--- config.mk ---
export PLATFORM = sky130hd
export DESIGN_NAME = pll_speed_seq_flat
export DESIGN_NICKNAME = d
export VERILOG_FILES = /design/src/rtl/pll_speed_seq_pkg.sv /design/src/rtl/pll_speed_seq_if.sv /design/src/rtl/pll_speed_seq_req_filter.sv /design/src/rtl/pll_speed_seq.sv /design/src/flat_wrapper.sv
export SDC_FILE = /design/constraint.sdc
export NUM_CORES = 1
export LEC_CHECK = 0
export ABC_AREA = 1
export BUFFER_PORTS_ARGS = -buffer_cell sky130_fd_sc_hd__buf_2
export CAP_MARGIN = 10
export CORE_MARGIN = 5
export CORE_UTILIZATION = 45
export DETAILED_ROUTE_END_ITERATION = 16
export GPL_ROUTABILITY_DRIVEN = 0
export PLACE_DENSITY = 0.82
export SYNTH_ARGS = -nofsm -noshare
export SYNTH_HDL_FRONTEND = slang
export SYNTH_HIERARCHICAL = 1
export SYNTH_SLANG_ARGS = --single-unit
--- constraint.sdc ---
create_clock -name clk -period 1.75 [get_ports clk]
set_clock_uncertainty 0.2 [all_clocks]
set_input_delay 0.35 -clock clk [delete_from_list [all_inputs] [get_ports clk]]
set_output_delay 0.35 -clock clk [all_outputs]
set_load 0.005 [all_outputs]
--- src/rtl/pll_speed_seq_pkg.sv ---
// Shared types and constants for the PLL speed sequencer: FSM states, pll_cfg word
// addresses and the default fractional-divider words.
package pll_speed_pkg;

    typedef enum logic [3:0] {
        IDLE,
        W_MODE,
        GAP_A,
        W_FRAC,
        GAP_B,
        W_START,
        LOCK_LO,
        LOCK_HI,
        FIN
    } seq_state_t;

    localparam logic [5:0] ADDR_MODE  = 6'd0;
    localparam logic [5:0] ADDR_START = 6'd2;
    localparam logic [5:0] ADDR_FRAC  = 6'd7;

    localparam logic [31:0] FRAC_NATIVE_DEF = 32'd3639383488;
    localparam logic [31:0] FRAC_UNDER_DEF  = 32'd3262113561;

endpackage

--- src/rtl/pll_speed_seq_if.sv ---
// Avalon-MM write-only management port between the speed sequencer and pll_cfg.
interface pll_speed_seq_if;

    logic        mgmt_write;
    logic [5:0]  mgmt_address;
    logic [31:0] mgmt_writedata;
    logic        mgmt_waitrequest;

    modport master (
        output mgmt_write,
        output mgmt_address,
        output mgmt_writedata,
        input  mgmt_waitrequest
    );

    modport slave (
        input  mgmt_write,
        input  mgmt_address,
        input  mgmt_writedata,
        output mgmt_waitrequest
    );

endinterface

--- src/rtl/pll_speed_seq_req_filter.sv ---
// Two-flop synchroniser plus debounce: filt_val follows the input only after
// FILT_CYCLES consecutive synchronised samples that disagree with it.
module pll_req_filter #(
    parameter int FILT_CYCLES = 16
) (
    input  logic clk,
    input  logic reset,
    input  logic async_in,
    output logic filt_val
);

    localparam int CW = $clog2(FILT_CYCLES + 1);

    logic          sync1_reg;
    logic          sync2_reg;
    logic          filt_reg;
    logic [CW-1:0] cnt_reg;

    always_ff @(posedge clk) begin
        if (!reset) begin
            sync1_reg <= 1'b0;
            sync2_reg <= 1'b0;
            filt_reg  <= 1'b0;
            cnt_reg   <= '0;
        end else begin
            sync1_reg <= async_in;
            sync2_reg <= sync1_reg;
            // Any sample agreeing with the current value restarts the run.
            if (sync2_reg == filt_reg) begin
                cnt_reg <= '0;
            end else if (cnt_reg >= CW'(FILT_CYCLES - 1)) begin
                filt_reg <= sync2_reg;
                cnt_reg  <= '0;
            end else begin
                cnt_reg <= cnt_reg + 1'b1;
            end
        end
    end

    assign filt_val = filt_reg;

endmodule

--- src/rtl/pll_speed_seq.sv ---
// Game-speed PLL retune sequencer: writes mode, fraction, start to pll_cfg on a request change.
// Define PLL_SPEED_LOCKWAIT_EN to add the lock-loss/re-lock wait and lock_err reporting.
module pll_speed_seq
    import pll_speed_pkg::*;
#(
    parameter logic [31:0] FRAC_NATIVE  = FRAC_NATIVE_DEF,
    parameter logic [31:0] FRAC_UNDER   = FRAC_UNDER_DEF,
    parameter int          FILT_CYCLES  = 16,
    parameter int          GAP_CYCLES   = 3,
    parameter int          LOCK_TIMEOUT = 1048576
) (
    input  logic            clk,
    input  logic            reset,
    input  logic            underclock_req,
    input  logic            pll_locked,
    pll_speed_seq_if.master mgmt,
    output logic            applied,
    output logic            busy,
    output logic            done,
    output logic            lock_err
);

    localparam int GW = $clog2(GAP_CYCLES + 1);

    seq_state_t    state_reg, state_next;
    logic          target_reg, target_next;
    logic [GW-1:0] gap_cnt_reg, gap_cnt_next;
    logic          gap_done;

    logic          write_reg, write_next;
    logic [5:0]    addr_reg, addr_next;
    logic [31:0]   data_reg, data_next;
    logic          applied_reg, applied_next;
    logic          busy_reg, busy_next;
    logic          done_reg, done_next;

    logic          filt_val;
    logic          lo_go;
    logic          hi_go;
    logic          run_err;
    logic          lock_err_reg;
    logic          fin_exit;

    pll_req_filter #(
        .FILT_CYCLES (FILT_CYCLES)
    ) u_req_filter (
        .clk      (clk),
        .reset    (reset),
        .async_in (underclock_req),
        .filt_val (filt_val)
    );

`ifdef PLL_SPEED_LOCKWAIT_EN
    localparam seq_state_t POST_START = LOCK_LO;
    localparam int         TW         = $clog2(LOCK_TIMEOUT + 1);

    logic [1:0]    lock_sync_reg;
    logic [TW-1:0] tmo_cnt_reg;
    logic          tmo_done;
    logic          err_run_reg;

    assign tmo_done = tmo_cnt_reg >= TW'(LOCK_TIMEOUT - 1);
    // A missed lock drop is tolerated; only a failure to re-lock is an error.
    assign lo_go    = !lock_sync_reg[1] || tmo_done;
    assign hi_go    = lock_sync_reg[1] || tmo_done;
    assign run_err  = err_run_reg;

    always_ff @(posedge clk) begin
        if (!reset) begin
            lock_sync_reg <= 2'b00;
            tmo_cnt_reg   <= '0;
            err_run_reg   <= 1'b0;
            lock_err_reg  <= 1'b0;
        end else begin
            lock_sync_reg <= {lock_sync_reg[0], pll_locked};
            if (state_next != state_reg) begin
                tmo_cnt_reg <= '0;
            end else if (!tmo_done) begin
                tmo_cnt_reg <= tmo_cnt_reg + 1'b1;
            end
            if (state_reg == IDLE && state_next == W_MODE) begin
                err_run_reg <= 1'b0;
            end else if (state_reg == LOCK_HI && state_next == FIN && !lock_sync_reg[1]) begin
                err_run_reg  <= 1'b1;
                lock_err_reg <= 1'b1;
            end
        end
    end
`else
    localparam seq_state_t POST_START = FIN;

    logic lock_unused;

    assign lock_unused  = pll_locked;
    assign lo_go        = 1'b1;
    assign hi_go        = 1'b1;
    assign run_err      = 1'b0;
    assign lock_err_reg = 1'b0;
`endif

    assign gap_done = gap_cnt_reg >= GW'(GAP_CYCLES - 1);
    assign fin_exit = (state_reg == FIN) && (state_next == IDLE);

    always_ff @(posedge clk) begin
        if (!reset) begin
            state_reg   <= IDLE;
            target_reg  <= 1'b0;
            gap_cnt_reg <= '0;
            write_reg   <= 1'b0;
            addr_reg    <= '0;
            data_reg    <= '0;
            applied_reg <= 1'b0;
            busy_reg    <= 1'b0;
            done_reg    <= 1'b0;
        end else begin
            state_reg   <= state_next;
            target_reg  <= target_next;
            gap_cnt_reg <= gap_cnt_next;
            write_reg   <= write_next;
            addr_reg    <= addr_next;
            data_reg    <= data_next;
            applied_reg <= applied_next;
            busy_reg    <= busy_next;
            done_reg    <= done_next;
        end
    end

    always_comb begin
        state_next  = state_reg;
        target_next = target_reg;
        case (state_reg)
            IDLE: begin
                if (filt_val != applied_reg) begin
                    state_next  = W_MODE;
                    target_next = filt_val;
                end
            end
            W_MODE:  if (!mgmt.mgmt_waitrequest) state_next = GAP_A;
            GAP_A:   if (gap_done) state_next = W_FRAC;
            W_FRAC:  if (!mgmt.mgmt_waitrequest) state_next = GAP_B;
            GAP_B:   if (gap_done) state_next = W_START;
            W_START: if (!mgmt.mgmt_waitrequest) state_next = POST_START;
            LOCK_LO: if (gap_done && lo_go) state_next = LOCK_HI;
            LOCK_HI: if (hi_go) state_next = FIN;
            // FIN only carries the post-write gap when it directly follows W_START.
            FIN:     if (POST_START != FIN || gap_done) state_next = IDLE;
            default: state_next = IDLE;
        endcase

        gap_cnt_next = gap_cnt_reg;
        if (state_next != state_reg) begin
            gap_cnt_next = '0;
        end else if (!gap_done) begin
            gap_cnt_next = gap_cnt_reg + 1'b1;
        end
    end

    always_comb begin
        write_next = 1'b0;
        addr_next  = addr_reg;
        data_next  = data_reg;
        case (state_next)
            W_MODE: begin
                write_next = 1'b1;
                addr_next  = ADDR_MODE;
                data_next  = 32'd0;
            end
            W_FRAC: begin
                write_next = 1'b1;
                addr_next  = ADDR_FRAC;
                data_next  = target_reg ? FRAC_UNDER : FRAC_NATIVE;
            end
            W_START: begin
                write_next = 1'b1;
                addr_next  = ADDR_START;
                data_next  = 32'd0;
            end
            default: ;
        endcase
        busy_next    = (state_next != IDLE);
        done_next    = fin_exit && !run_err;
        applied_next = fin_exit ? target_reg : applied_reg;
    end

    assign mgmt.mgmt_write     = write_reg;
    assign mgmt.mgmt_address   = addr_reg;
    assign mgmt.mgmt_writedata = data_reg;
    assign applied             = applied_reg;
    assign busy                = busy_reg;
    assign done                = done_reg;
    assign lock_err            = lock_err_reg;

endmodule

--- src/flat_wrapper.sv ---
// flat-port wrapper written by rule: the top's interface ports become plain ports
module pll_speed_seq_flat import pll_speed_pkg::*;
#(
    parameter logic [31:0] FRAC_NATIVE  = FRAC_NATIVE_DEF,
    parameter logic [31:0] FRAC_UNDER   = FRAC_UNDER_DEF,
    parameter int          FILT_CYCLES  = 16,
    parameter int          GAP_CYCLES   = 3,
    parameter int          LOCK_TIMEOUT = 1048576
)
  (clk, reset, underclock_req, pll_locked, applied, busy, done, lock_err, mgmt_mgmt_write, mgmt_mgmt_address, mgmt_mgmt_writedata, mgmt_mgmt_waitrequest);
  pll_speed_seq_if mgmt_i ();
  input  logic clk;
  input  logic reset;
  input  logic underclock_req;
  input  logic pll_locked;
  output logic applied;
  output logic busy;
  output logic done;
  output logic lock_err;
  output wire logic [$bits(mgmt_i.mgmt_write)-1:0] mgmt_mgmt_write;
  output wire logic [$bits(mgmt_i.mgmt_address)-1:0] mgmt_mgmt_address;
  output wire logic [$bits(mgmt_i.mgmt_writedata)-1:0] mgmt_mgmt_writedata;
  input wire logic [$bits(mgmt_i.mgmt_waitrequest)-1:0] mgmt_mgmt_waitrequest;
  assign mgmt_mgmt_write = mgmt_i.mgmt_write;
  assign mgmt_mgmt_address = mgmt_i.mgmt_address;
  assign mgmt_mgmt_writedata = mgmt_i.mgmt_writedata;
  assign mgmt_i.mgmt_waitrequest = mgmt_mgmt_waitrequest;
  pll_speed_seq #(.FRAC_NATIVE(FRAC_NATIVE), .FRAC_UNDER(FRAC_UNDER), .FILT_CYCLES(FILT_CYCLES), .GAP_CYCLES(GAP_CYCLES), .LOCK_TIMEOUT(LOCK_TIMEOUT)) u_core (.clk(clk), .reset(reset), .underclock_req(underclock_req), .pll_locked(pll_locked), .mgmt(mgmt_i), .applied(applied), .busy(busy), .done(done), .lock_err(lock_err));
endmodule
## Word-level counts from Yosys, hierarchy flattened

Cells that the tools add are included.

- Add/subtract/negate cells: 2
- Multipliers: 0
- Div/mod/pow operators: 0
- Order comparisons: 2
- Eq/ne operators: 14
- Shift-type cells: 0
- Multiplexer cells: 13
- Bitwise operators: 2
- Reductions and logical operators: 12

Operators with widths:

| operator | count |
|---|---|
| $pmux W32 S2 | 1 |
| $pmux W4 S9 | 1 |
| $mux W4 | 8 |
| $mux W29 | 1 |
| $eq A4 B3 Y1 const B | 5 |
| $pmux W6 S3 | 1 |
| $eq A4 B2 Y1 const B | 3 |
| $eq A4 B1 Y1 const B | 2 |
| $logic_not A4 Y1 | 2 |
| $reduce_or A3 Y1 | 2 |
| $add A5 B1 Y5 const B | 1 |
| $ge A5 B4 Y1 const B | 1 |
| $eq A4 B4 Y1 const B | 1 |
| $ne A4 B4 Y1 | 1 |
| $reduce_and A2 Y1 | 2 |
| $reduce_bool A4 Y1 | 1 |
| $reduce_or A2 Y1 | 2 |
| $reduce_bool A3 Y1 | 1 |
| $add A2 B1 Y2 const B | 1 |
| $ge A2 B2 Y1 const B | 1 |
| $not A1 Y1 | 2 |
| $reduce_bool A2 Y1 | 1 |
| $eq A1 B1 Y1 | 1 |
| $logic_and A1 B1 Y1 | 1 |
| 2 further kinds | 2 |

- Register bits after elaboration: 57
- Latch bits: 0
- Bits in writable memories: 0
- Memory bits (read-only): 0
- Output and inout port bits: 43
- Memories: 0

## Depth between registers and ports, before layout

- Depth in word-level cells: 6
- Mapped depth: 10

## Modules after synthesis

Netlist, hierarchy kept.

Modules (own cells, without submodules):

| module | times used | cells an instance | area an instance (um^2) | sequential area each (um^2) |
|---|---|---|---|---|
| pll_speed_seq | 1 | 151 | 1,087.3 | 320.3 |
| pll_req_filter | 1 | 40 | 324.1 | 160.2 |

## Worst setup path after synthesis

Ideal clock, no wire load.

- Kind: flip-flop to flip-flop
- From: reg u_core.gap_cnt_reg[0]
- To: reg u_core.addr_reg[1], in the netlist u_core/mgmt.mgmt_address[1]
- Arrival time: 1.305 ns
- Required time: 1.419 ns
- Setup slack: 0.114 ns
- Cell stages (with the launch flop): 11
- Clock period less this slack: 1.636 ns
- Path through: dfxtp_1 inv_1 ha_1 nor2_1 o21ai_1 nand2_1 nand3_4 nand3_2 nand2_1 inv_1 a21oi_2

- Cells in the longest elaborated chain, start to end: 5

Ends and longest elaborated chain:

| item | RTL line | source |
|---|---|---|
| from (decl) | pll_speed_seq.sv:27 | `logic [GW-1:0] gap_cnt_reg, gap_cnt_next;` |
| from (signal assigned) | pll_speed_seq.sv:118 | `gap_cnt_reg <= gap_cnt_next;` |
| $ge A2 B2 Y1 * | pll_speed_seq.sv:101 | `assign gap_done = gap_cnt_reg >= GW'(GAP_CYCLES - 1);` |
| $mux W4 (on tied branches) | -- |  |
| $pmux W4 S9 * | pll_speed_seq.sv:131 | `case (state_reg)` |
| $eq A4 B3 Y1, or another cell as far along | pll_speed_seq.sv:162 | `case (state_next)` |
| $pmux W6 S3 or $reduce_bool A3 Y1 (tied branches) | -- |  |
| to (signal assigned) | pll_speed_seq.sv:120 | `addr_reg <= addr_next;` |
| to (decl) | pll_speed_seq.sv:31 | `logic [5:0] addr_reg, addr_next;` |

Every way passes the cells marked *; elsewhere a longest branch is shown, timed or not. The select of a mux whose other input is x is not followed.
A chain may end at the register's enable or synchronous reset.

## Worst setup path in the final report

- From: reg u_core.gap_cnt_reg[0]
- To: reg u_core.data_reg[25], in the netlist u_core/mgmt.mgmt_writedata[25]

- Cells in the longest elaborated chain, start to end: 6

Ends and longest elaborated chain:

| item | RTL line | source |
|---|---|---|
| $ge A2 B2 Y1 * | pll_speed_seq.sv:101 |  |
| $mux W4 (on tied branches) | -- |  |
| $pmux W4 S9 * | pll_speed_seq.sv:131 |  |
| $eq A4 B1 Y1 or $eq A4 B3 Y1 (tied branches) | pll_speed_seq.sv:162 |  |
| $reduce_or A2 Y1 (no source line) | -- |  |
| $pmux W32 S2 or $reduce_bool A2 Y1 (tied branches) | -- |  |
| to (signal assigned) | pll_speed_seq.sv:121 | `data_reg <= data_next;` |
| to (decl) | pll_speed_seq.sv:32 | `logic [31:0] data_reg, data_next;` |

Marks and branches as above.

==> summary.txt <==
Status
  – Status: completed

Timing
  – Worst hold slack: 0.117 ns
  – Count of final setup violators: 0
  – Max-slew violation count: 0
  – Final critical-path required period: 1.71 ns
  – Max Clk Rate: 585 MHz
  – Post-route fraction of the period consumed by the critical path: 0.977
  – Number of hold-slack violations in the final timing report: 0
  – RSZ-0062 raised after global routing: true
  – Total Neg Setup Slack: 0 ns

Worst setup path
  – Reg2Reg Launch Point: u_core/gap_cnt_reg[0]
  – Number of cells traversed by the worst register-to-register path: 10
  – Internal reg-to-reg setup slack: 0.04 ns
  – Endpoint of the most critical register-to-register path: u_core/mgmt.mgmt_writedata[25]
  – Largest fanout on the critical path: 7
  – Required time of the critical path: 1.79 ns
  – CP arrival: 1.75 ns
  – Startpoint class of the critical path: flop
  – Crit Path Category: flop to flop
  – Critical path endpoint category: flop

Clock network
  – Clock tree from TritonCTS: built
  – Insertion delay to the later sink of the worst-skew pair: 0.33 ns
  – Clock transition at the registers of the reported paths: 0.14 ns
  – TritonCTS buffer count: 3
  – Sinks on the clock net: 24
  – Level count of the clock H-tree: 1
  – Buffer cell driving the clock tree root: sky130_fd_sc_hd__clkbuf_4
  – Buffer depth of the longest clock path: 2

Final layout
  – Number of flip-flops in the largest register: 5
  – Final layout net count: 221
  – Final Cell Area: 1640 um^2
  – Ratio of cells with drive above 1 in the final layout: 0.406
  – Non-Filler Instances: 256
  – Ant diodes: 0
  – Growth of design area from synthesis to finish: 16.4%

Yosys
  – Sequential area share after synthesis: 0.340
  – Number of different library cells in the post-synthesis netlist: 28
  – Mean cell area of the mapped netlist: 7.39 um^2
  – Most used flip-flop cell after synthesis: sky130_fd_sc_hd__dfxtp_1
  – Post-Synthesis Cells: 191
  – Synth cell count leaders: sky130_fd_sc_hd__nand2_1, sky130_fd_sc_hd__buf_4, sky130_fd_sc_hd__dfxtp_1, sky130_fd_sc_hd__nor2_1, sky130_fd_sc_hd__inv_1
  – Largest area contributor in the netlist: sky130_fd_sc_hd__dfxtp_1
  – Post-synthesis sequential element count: 24
  – Synthesis Warnings: 6
  – EDFF count, synth: 0
  – Cell types with the largest area share after synthesis: sky130_fd_sc_hd__dfxtp_1, sky130_fd_sc_hd__buf_4, sky130_fd_sc_hd__nand2_1
  – Most frequently used cell type in the post-synthesis netlist: sky130_fd_sc_hd__nand2_1
  – Fraction of registers with async set/reset: 0
  – Post-Synthesis Cell Area: 1410 um^2
  – Fraction of synthesized cell area taken by the top area cell type: 0.340

Flow run
  – # Max-Cap Violations: 0

Floorplan
  – Placeable core region: 3030 um^2
  – Die outline area: 4360 um^2
  – Floorplan die height: 66.0 um
  – Width of the chip: 66.0 um
  – Number of cell rows: 20
  – I/O pin count: 48
  – Initial standard-cell utilization of the core: 0.466

GRT
  – Wire length of the first global-routing pass: 4.37 mm
  – Maximum number of pins on one net before global-route repair: 15
  – Number of antenna violations at the first check in global routing: 0
  – Total Routing Usage GR: 0.127
  – Number of global-route vias before repair: 1071
  – Overall overflow remaining after global route: 0

Drt
  – Detailed-route via count: 1244
  – Post-route antenna net violation count: 0
  – Final routed DRC violation total: 0
  – 1st-pass router iterations: 4
  – Mean number of vias per cell: 4.86
  – Violation count after the first detailed-routing iteration: 94
  – Wire length reported by the detailed router: 2.99 mm
  – Routed length per placed instance: 11.7 um

Worst hold path
  – Hold EP: u_core/u_req_filter/sync1_reg
  – Hold Crit Start: reset
  – Class of the most critical hold timing path: input port to flop
  – Hold path cells: 3

Power
  – Reported leakage power: 0.789 nW
  – Peak ir drop on the vdd network: 492 uV
  – Areal power density over the cells: 760 nW/um^2

Placement
  – Cells after DPL: 249
  – Number of buffer cells added on primary ports: 34
  – Final HPWL DP: 2.01 mm
  – Placed standard-cell area: 1450 um^2
-- how the worst max path moves through the flow --
stage                                startpoint                        endpoint  cells after the start
final                     u_core/gap_cnt_reg[0]  u_core/mgmt.mgmt_writedata[25]                     10
after global routing      u_core/gap_cnt_reg[0]  u_core/mgmt.mgmt_writedata[28]                     10
after CTS                 u_core/gap_cnt_reg[0]                  u_core/applied                     10
after detailed placement  u_core/gap_cnt_reg[0]                  u_core/applied                     10
after global placement    u_core/gap_cnt_reg[0]     u_core/mgmt.mgmt_address[1]                     11
after floorplan           u_core/gap_cnt_reg[0]     u_core/mgmt.mgmt_address[1]                     10
-- per-stage QoR --
step,power [W],setup WS (ns),utilization
floorplan,0.000705,0.114,-
global placement,0.000738,0.0596,0.477
detailed placement,0.000742,0.0378,0.477
CTS,0.00115,0.00766,0.498
global route,0.00132,-0.0786,0.543
finish,0.00125,0.0399,0.543
-- power by group --
part,internal [W],switching [W],leakage [nW]
clock network,0.000232,0.000175,0.0279
logic,0.000128,0.000125,0.564
registers,0.000573,0.0000157,0.198
-- cell type report --
| type | instances | area, um^2 |
|---|---|---|
| Clock buffer | 3 | 22.5 |
| Sequential cell | 24 | 495 |
| Fill cell | 290 | 1390 |
| Multi-Input combinational cell | 123 | 729 |
| Inverter | 19 | 73.8 |
| Timing Repair Buffer | 42 | 236 |
| Tap cell | 44 | 55.1 |
| Clock inverter | 1 | 30.0 |
-- placed cells by master (no fill, tap or decap), drive strengths merged, types with 4 or more instances in the layout --
cell and count:
inv 19, nor2 23, buf 41, o21ai 5
conb 12, nor3 5, nand4 4, nand2 38
nand3 12, a21oi 14, dfxtp 24
-- per-layer routing --
metal / wire (um) / global-route usage
met1: 1180 / 0.144
met2: 1470 / 0.223
met3: 267 / 0.0238
met4: 62 / 0.0660
met5: 0 / 0
-- kinds of logic (layout without fill, tap and decap cells) --
| group | after synthesis | after routing | synth area share |
|---|---|---|---|
| xor+xnor | 2 | 2 | 0.0124 |
| simple gates | 84 | 84 | 0.272 |
| other cells | 1 | 12 | 0.00266 |
| fa+ha+maj | 3 | 3 | 0.0266 |
| flops | 24 | 24 | 0.340 |
| buf+inv | 55 | 65 | 0.244 |
| compound gates | 22 | 22 | 0.102 |
-- repair_timing --
| item | CTS | global route |
|---|---|---|
| hold buffers | 1 | 0 |
| setup buffers | 0 | 2 |
| gates resized for setup | 0 | 37 |
| endpoints found under the hold margin | 1 | 0 |
| endpoints found under the setup margin | 0 | 14 |
-- critical path, stage by stage (launching register included) --
cell                      delay, ns
sky130_fd_sc_hd__dfxtp_2       0.34
sky130_fd_sc_hd__inv_2         0.07
sky130_fd_sc_hd__ha_4          0.15
sky130_fd_sc_hd__nor2_4        0.04
sky130_fd_sc_hd__buf_6         0.12
sky130_fd_sc_hd__o21ai_2       0.13
sky130_fd_sc_hd__nand2_2       0.10
sky130_fd_sc_hd__nand3_4       0.15
sky130_fd_sc_hd__nand4_1       0.16
sky130_fd_sc_hd__nand2_1       0.11
sky130_fd_sc_hd__a21oi_1       0.04
Power figures use the tool's default switching activity.
